## src/rtl/imem_loader_if.sv

```systemverilog
// Handshake and memory-write bus of the instruction-memory loader.
// The source/bench side uses master; the loader itself uses slave.
interface imem_loader_if #(
    parameter int unsigned ADDR_W = 10,
    parameter int unsigned LEN_W  = 9
);
    logic              START;
    logic [ADDR_W-1:0] BASE_ADDR;
    logic [LEN_W-1:0]  LOAD_LEN;
    logic              ABORT;
    logic              WR_VALID;
    logic [31:0]       WR_DATA;
    logic              WR_READY;
    logic              MEM_WE;
    logic [ADDR_W-1:0] MEM_ADDR;
    logic [7:0]        MEM_DATA;
    logic              BUSY;
    logic              DONE;
    logic              ALIGN_ERR;
    logic [LEN_W-1:0]  WORD_COUNT;

    modport master (
        output START, BASE_ADDR, LOAD_LEN, ABORT, WR_VALID, WR_DATA,
        input  WR_READY, MEM_WE, MEM_ADDR, MEM_DATA, BUSY, DONE, ALIGN_ERR, WORD_COUNT
    );

    modport slave (
        input  START, BASE_ADDR, LOAD_LEN, ABORT, WR_VALID, WR_DATA,
        output WR_READY, MEM_WE, MEM_ADDR, MEM_DATA, BUSY, DONE, ALIGN_ERR, WORD_COUNT
    );
endinterface

```

## src/rtl/imem_loader.sv

```systemverilog
// Instruction-memory loader: accepts 32-bit words over valid/ready and writes them
// big-endian, one byte per cycle, into a byte-addressed memory starting at a base.
module imem_loader #(
    parameter int unsigned ADDR_W = 10,
    parameter int unsigned LEN_W  = 9
) (
    input logic          CLK,
    input logic          RESET,
    imem_loader_if.slave bus
);

    typedef enum logic [1:0] {
        StIdle,
        StAccept,
        StWrite,
        StFinish
    } state_e;

    state_e            r_state;
    logic [ADDR_W-1:0] r_addr;
    logic [LEN_W-1:0]  r_len;
    logic [LEN_W-1:0]  r_count;
    logic [31:0]       r_word;
    logic [1:0]        r_idx;
    logic              r_wr_ready;
    logic              r_mem_we;
    logic [ADDR_W-1:0] r_mem_addr;
    logic [7:0]        r_mem_data;
    logic              r_done;
    logic              r_align_err;

    logic [1:0]        w_idx_inc;
    logic [LEN_W-1:0]  w_count_inc;
    logic [ADDR_W-1:0] w_next_byte_addr;
    logic [7:0]        w_next_byte;

    assign w_idx_inc        = r_idx + 2'd1;
    assign w_count_inc      = r_count + LEN_W'(1);
    assign w_next_byte_addr = r_addr + ADDR_W'(w_idx_inc);

    // Byte lane for the next index; MSB goes to the lowest address.
    always_comb begin
        w_next_byte = r_word[31:24];
        unique case (w_idx_inc)
            2'd0: w_next_byte = r_word[31:24];
            2'd1: w_next_byte = r_word[23:16];
            2'd2: w_next_byte = r_word[15:8];
            2'd3: w_next_byte = r_word[7:0];
            default: w_next_byte = r_word[31:24];
        endcase
    end

    always_ff @(posedge CLK or negedge RESET) begin
        if (!RESET) begin
            r_state     <= StIdle;
            r_addr      <= '0;
            r_len       <= '0;
            r_count     <= '0;
            r_word      <= '0;
            r_idx       <= '0;
            r_wr_ready  <= 1'b0;
            r_mem_we    <= 1'b0;
            r_mem_addr  <= '0;
            r_mem_data  <= '0;
            r_done      <= 1'b0;
            r_align_err <= 1'b0;
        end else begin
            r_done      <= 1'b0;
            r_align_err <= 1'b0;
            unique case (r_state)
                StIdle: begin
                    if (bus.START) begin
                        if (bus.BASE_ADDR[1:0] != 2'b00) begin
                            r_align_err <= 1'b1;
                        end else if (bus.LOAD_LEN == '0) begin
                            r_count <= '0;
                            r_done  <= 1'b1;
                            r_state <= StFinish;
                        end else begin
                            r_addr     <= bus.BASE_ADDR;
                            r_len      <= bus.LOAD_LEN;
                            r_count    <= '0;
                            r_wr_ready <= 1'b1;
                            r_state    <= StAccept;
                        end
                    end
                end

                StAccept: begin
                    if (bus.ABORT) begin
                        r_wr_ready <= 1'b0;
                        r_state    <= StIdle;
                    end else if (bus.WR_VALID && r_wr_ready) begin
                        // Word is captured here; later WR_DATA changes cannot reach the bytes.
                        r_word     <= bus.WR_DATA;
                        r_idx      <= 2'd0;
                        r_wr_ready <= 1'b0;
                        r_mem_we   <= 1'b1;
                        r_mem_addr <= r_addr;
                        r_mem_data <= bus.WR_DATA[31:24];
                        r_state    <= StWrite;
                    end
                end

                StWrite: begin
                    if (bus.ABORT) begin
                        r_mem_we <= 1'b0;
                        r_state  <= StIdle;
                    end else if (r_idx == 2'd3) begin
                        r_mem_we <= 1'b0;
                        r_addr   <= r_addr + ADDR_W'(4);
                        r_count  <= w_count_inc;
                        if (w_count_inc == r_len) begin
                            r_done  <= 1'b1;
                            r_state <= StFinish;
                        end else begin
                            r_wr_ready <= 1'b1;
                            r_state    <= StAccept;
                        end
                    end else begin
                        r_idx      <= w_idx_inc;
                        r_mem_addr <= w_next_byte_addr;
                        r_mem_data <= w_next_byte;
                    end
                end

                StFinish: begin
                    r_state <= StIdle;
                end

                default: begin
                    r_state <= StIdle;
                end
            endcase
        end
    end

    assign bus.WR_READY   = r_wr_ready;
    assign bus.MEM_WE     = r_mem_we;
    assign bus.MEM_ADDR   = r_mem_addr;
    assign bus.MEM_DATA   = r_mem_data;
    assign bus.BUSY       = (r_state != StIdle);
    assign bus.DONE       = r_done;
    assign bus.ALIGN_ERR  = r_align_err;
    assign bus.WORD_COUNT = r_count;

endmodule

```

## src/flat_wrapper.sv

```systemverilog
// flat-port wrapper written by rule: the top's interface ports become plain ports
module imem_loader_flat 
#(
    parameter int unsigned ADDR_W = 10,
    parameter int unsigned LEN_W  = 9
)
  (CLK, RESET, bus_START, bus_BASE_ADDR, bus_LOAD_LEN, bus_ABORT, bus_WR_VALID, bus_WR_DATA, bus_WR_READY, bus_MEM_WE, bus_MEM_ADDR, bus_MEM_DATA, bus_BUSY, bus_DONE, bus_ALIGN_ERR, bus_WORD_COUNT);
  imem_loader_if #(.ADDR_W(ADDR_W), .LEN_W(LEN_W)) bus_i ();
  input logic CLK;
  input logic RESET;
  input wire logic [$bits(bus_i.START)-1:0] bus_START;
  input wire logic [$bits(bus_i.BASE_ADDR)-1:0] bus_BASE_ADDR;
  input wire logic [$bits(bus_i.LOAD_LEN)-1:0] bus_LOAD_LEN;
  input wire logic [$bits(bus_i.ABORT)-1:0] bus_ABORT;
  input wire logic [$bits(bus_i.WR_VALID)-1:0] bus_WR_VALID;
  input wire logic [$bits(bus_i.WR_DATA)-1:0] bus_WR_DATA;
  output wire logic [$bits(bus_i.WR_READY)-1:0] bus_WR_READY;
  output wire logic [$bits(bus_i.MEM_WE)-1:0] bus_MEM_WE;
  output wire logic [$bits(bus_i.MEM_ADDR)-1:0] bus_MEM_ADDR;
  output wire logic [$bits(bus_i.MEM_DATA)-1:0] bus_MEM_DATA;
  output wire logic [$bits(bus_i.BUSY)-1:0] bus_BUSY;
  output wire logic [$bits(bus_i.DONE)-1:0] bus_DONE;
  output wire logic [$bits(bus_i.ALIGN_ERR)-1:0] bus_ALIGN_ERR;
  output wire logic [$bits(bus_i.WORD_COUNT)-1:0] bus_WORD_COUNT;
  assign bus_i.START = bus_START;
  assign bus_i.BASE_ADDR = bus_BASE_ADDR;
  assign bus_i.LOAD_LEN = bus_LOAD_LEN;
  assign bus_i.ABORT = bus_ABORT;
  assign bus_i.WR_VALID = bus_WR_VALID;
  assign bus_i.WR_DATA = bus_WR_DATA;
  assign bus_WR_READY = bus_i.WR_READY;
  assign bus_MEM_WE = bus_i.MEM_WE;
  assign bus_MEM_ADDR = bus_i.MEM_ADDR;
  assign bus_MEM_DATA = bus_i.MEM_DATA;
  assign bus_BUSY = bus_i.BUSY;
  assign bus_DONE = bus_i.DONE;
  assign bus_ALIGN_ERR = bus_i.ALIGN_ERR;
  assign bus_WORD_COUNT = bus_i.WORD_COUNT;
  imem_loader #(.ADDR_W(ADDR_W), .LEN_W(LEN_W)) u_core (.CLK(CLK), .RESET(RESET), .bus(bus_i));
endmodule
```

## config.mk

```make
export PLATFORM = sky130hd
export DESIGN_NAME = imem_loader_flat
export DESIGN_NICKNAME = d
export VERILOG_FILES = /design/src/rtl/imem_loader_if.sv /design/src/rtl/imem_loader.sv /design/src/flat_wrapper.sv
export SDC_FILE = /design/constraint.sdc
export NUM_CORES = 1
export LEC_CHECK = 0
export CAP_MARGIN = 25
export CORE_MARGIN = 2
export CORE_UTILIZATION = 40
export CTS_CLUSTER_DIAMETER = 200
export DETAILED_ROUTE_END_ITERATION = 10
export GPL_TIMING_DRIVEN = 0
export HOLD_SLACK_MARGIN = 0.02
export PLACE_DENSITY = 0.66
export SLEW_MARGIN = 20
export SYNTH_ARGS = -nofsm -noshare
export SYNTH_HDL_FRONTEND = slang
export SYNTH_SLANG_ARGS = --single-unit
```

## constraint.sdc

```tcl
create_clock -name CLK -period 2.45 [get_ports CLK]
set_clock_uncertainty 0.15 [all_clocks]
set_input_delay 0.3675 -clock CLK [delete_from_list [all_inputs] [get_ports CLK]]
set_output_delay 0.3675 -clock CLK [all_outputs]
set_load 0.01 [all_outputs]
```

==> run metrics <==
outcome finished, final reports clean; H-tree Lvls 3; largest net degree at the start of global routing 45; DIE AREA around 11000 sq um; Total Wirelength ~10 mm; Critical-path top delay cell dfrtp_1; Async SR Flop Fraction 100%; Synth area leader dfrtp_1; Cells after DPL 613; Hold Crit Class primary input to asynchronous set/reset pin; Clock Tree Buf Depth 2; max-cap viol count 0; cells after synthesis around 390; Antenna Violating Nets Remaining 0; Leak about 2.2 nW; mean post-synth cell area a little over 10 sq um; nets roughly 560; layout cells sized above 1 14.5%; diode count 0; Worst VDD drop between 0.3 and 0.4 mV; post-synth top area share 49.4%; leading cell types in the layout, fill and taps excluded clkdlybuf4s50_1, dfrtp_1, nand2_1, nor2_1, a21oi_1; GP Congestion approximately 0.83; root buffer cell clkbuf_8; Unique masters post-synth 53; synth top area cells dfrtp_1, mux2_2, a21oi_1; routed via count ~3300; first drt pass iteration count 7; #FFs+latches synth 78; clock slew at reported path FFs roughly 100 ps; core area ~9700 sq um; CTS tree yes; IO buf count 86; Worst-Skew Late Latency between 300 and 400 ps; Mapped Area 3950 sq um; DP HPWL roughly 7.3 mm; die width 103 microns; post-layout min period roughly 2400 ps; cell area after layout 5240 sq um; Slew Limit Fails 0; Die Ht around 100 microns; Syn-to-layout area delta 32.6%; crit path max fanout 10; drt via density 5.24; WL/cell 15.7 microns; setup TNS 0 ps; Initial DRC Count roughly 180; Yosys warnings 0; # IOs 88; Main synth FF type dfrtp_1; CTS buffer count 9; P per Cell Area between 800 and 900 nW/um^2; worst path cell trace clkbuf_2 > or2_2 > clkdlybuf4s50_1; normalized max-slew margin between 60% and 70%; first-pass GRT wire length between 15 and 20 mm; final hold viol count 0; commonest non-fill, non-tap cell in the layout clkdlybuf4s50_1; worst endpoint data arrival time about 1800 ps; CP Capture Type output pin; initial antenna violation count 0; # setup viols final 0; number of synthesized flops with an enable pin 0; CP required around 1900 ps; vias in the first global route roughly 3300; Slowest Stage Delay on Critical Path just under 500 ps; All-Layer GR Usage between 10% and 20%; clk sink count 78; Fmax ~420 MHz; Tightest Pin Transition just under 500 ps; element type at the critical path start flip-flop; dpl cell area ~5000 sq um; hold slack final roughly 350 ps; Setup CP Type flip-flop to output pin; non-filler instance count after layout between 600 and 700; sequential element share of the synthesized area between 40 and 50%; Rows 36; gr ovfl total 0; period utilization a little over nine tenths; Syn Nets ~460; Starting Density 40.8%; DRC errors left 0
## state kept, by name, summed over array words and instances (netlist names)
signal / count
u_core.r_word: 24
u_core.bus.MEM_ADDR: 10
u_core.r_addr: 10
u_core.bus.WORD_COUNT: 9
u_core.r_len: 9
u_core.bus.MEM_DATA: 8
u_core.r_idx: 2
u_core.r_state: 2
u_core.bus.ALIGN_ERR: 1
u_core.bus.DONE: 1
u_core.bus.MEM_WE: 1
u_core.bus.WR_READY: 1
## per-layer routing
| metal | track usage [%] | up-vias | part of all wire [%] |
|---|---|---|---|
| li1 | - | 1592 | - |
| met1 | 26.6 | 1581 | 45 |
| met2 | 31.3 | 112 | 47 |
| met3 | 2.89 | 21 | 5.0 |
| met4 | 8.40 | 0 | 2.5 |
| met5 | 0 | - | 0 |
## worst max-delay path: cells and delay by family, from the launching register on
kind                   cells  cell delay (ps)
DFF                        1              490
and+or+nand+nor            1              310
buffers and inverters      2              700
## Yosys cell counts, types with 3 or more instances
master,n
dfrtp_1,78
nor2_1,44
nand2_1,43
a21oi_1,34
mux2_2,28
o21ai_0,18
nand3_1,15
xnor2_1,14
buf_2,11
clkbuf_1,10
a222oi_1,8
ha_1,8
xor2_1,7
inv_1,6
nand2b_1,5
nand3b_1,5
a31oi_1,4
and3_1,4
and2_1,3
buf_1,3
nand4_1,3
nor3_1,3
## through the flow
step	power [mW]	worst slack, ps	util (%)
global placement	3.69	-1970	51.4
CTS	4.68	27.4	53.7
finish	4.69	93.5	54.1
floorplan	2.99	309	-
global route	5.02	-22.5	54.1
detailed placement	3.75	-158	51.7
## final cells by class
cell class | count | area, sq um
clock inverters | 7 | 63.8
well taps | 133 | 166
clock buffers | 9 | 124
repair buffers | 89 | 903
inverters | 6 | 22.5
flip-flops and latches | 78 | 1950
plain buffers | 25 | 110
fillers | 879 | 4450
multi-input cells | 284 | 1900
## where the power goes
group	switching [mW]	total (mW)	internal, mW
clock network	0.535	0.926	0.390
logic	0.748	1.69	0.940
registers	0.328	2.07	1.75
## kinds of logic after synthesis
family                   Yosys count  share of synthesized area (%)
AO/OA/AOI/OAI                     85                           13.8
XOR/XNOR                          21                           4.65
adder cells (fa/ha/maj)            9                           3.04
buffers and inverters             31                           3.32
flip-flops                        78                           49.4
multiplexers                      30                           8.49
AND/OR/NAND/NOR                  139                           17.3
## path summary, 6_finish.rpt
kind	startpoint	endpoint	slack, ps	cells after the start
worst max-delay path	u_core.r_state[1]	bus_BUSY	90	3
worst min-delay path	RESET	u_core.r_word[18]	350	2
worst max register to register	u_core.r_state[1]	u_core.r_addr[8]	190	5
worst min register to register	u_core.r_word[8]	u_core.r_word[8]	370	1
max in group asynchronous	RESET	u_core.r_len[0]	1210	3
min in group CLK	u_core.r_word[8]	u_core.r_word[8]	370	1
## repair_timing
action / 4_1_cts / 5_1_grt
gates resized for setup: 0 / 7
endpoints found under the hold margin: 34 / 0
hold buffers: 1 / 0
setup endpoints to repair: 0 / 8
buffers inserted: 0 / 1
Power figures use the tool's default switching activity.
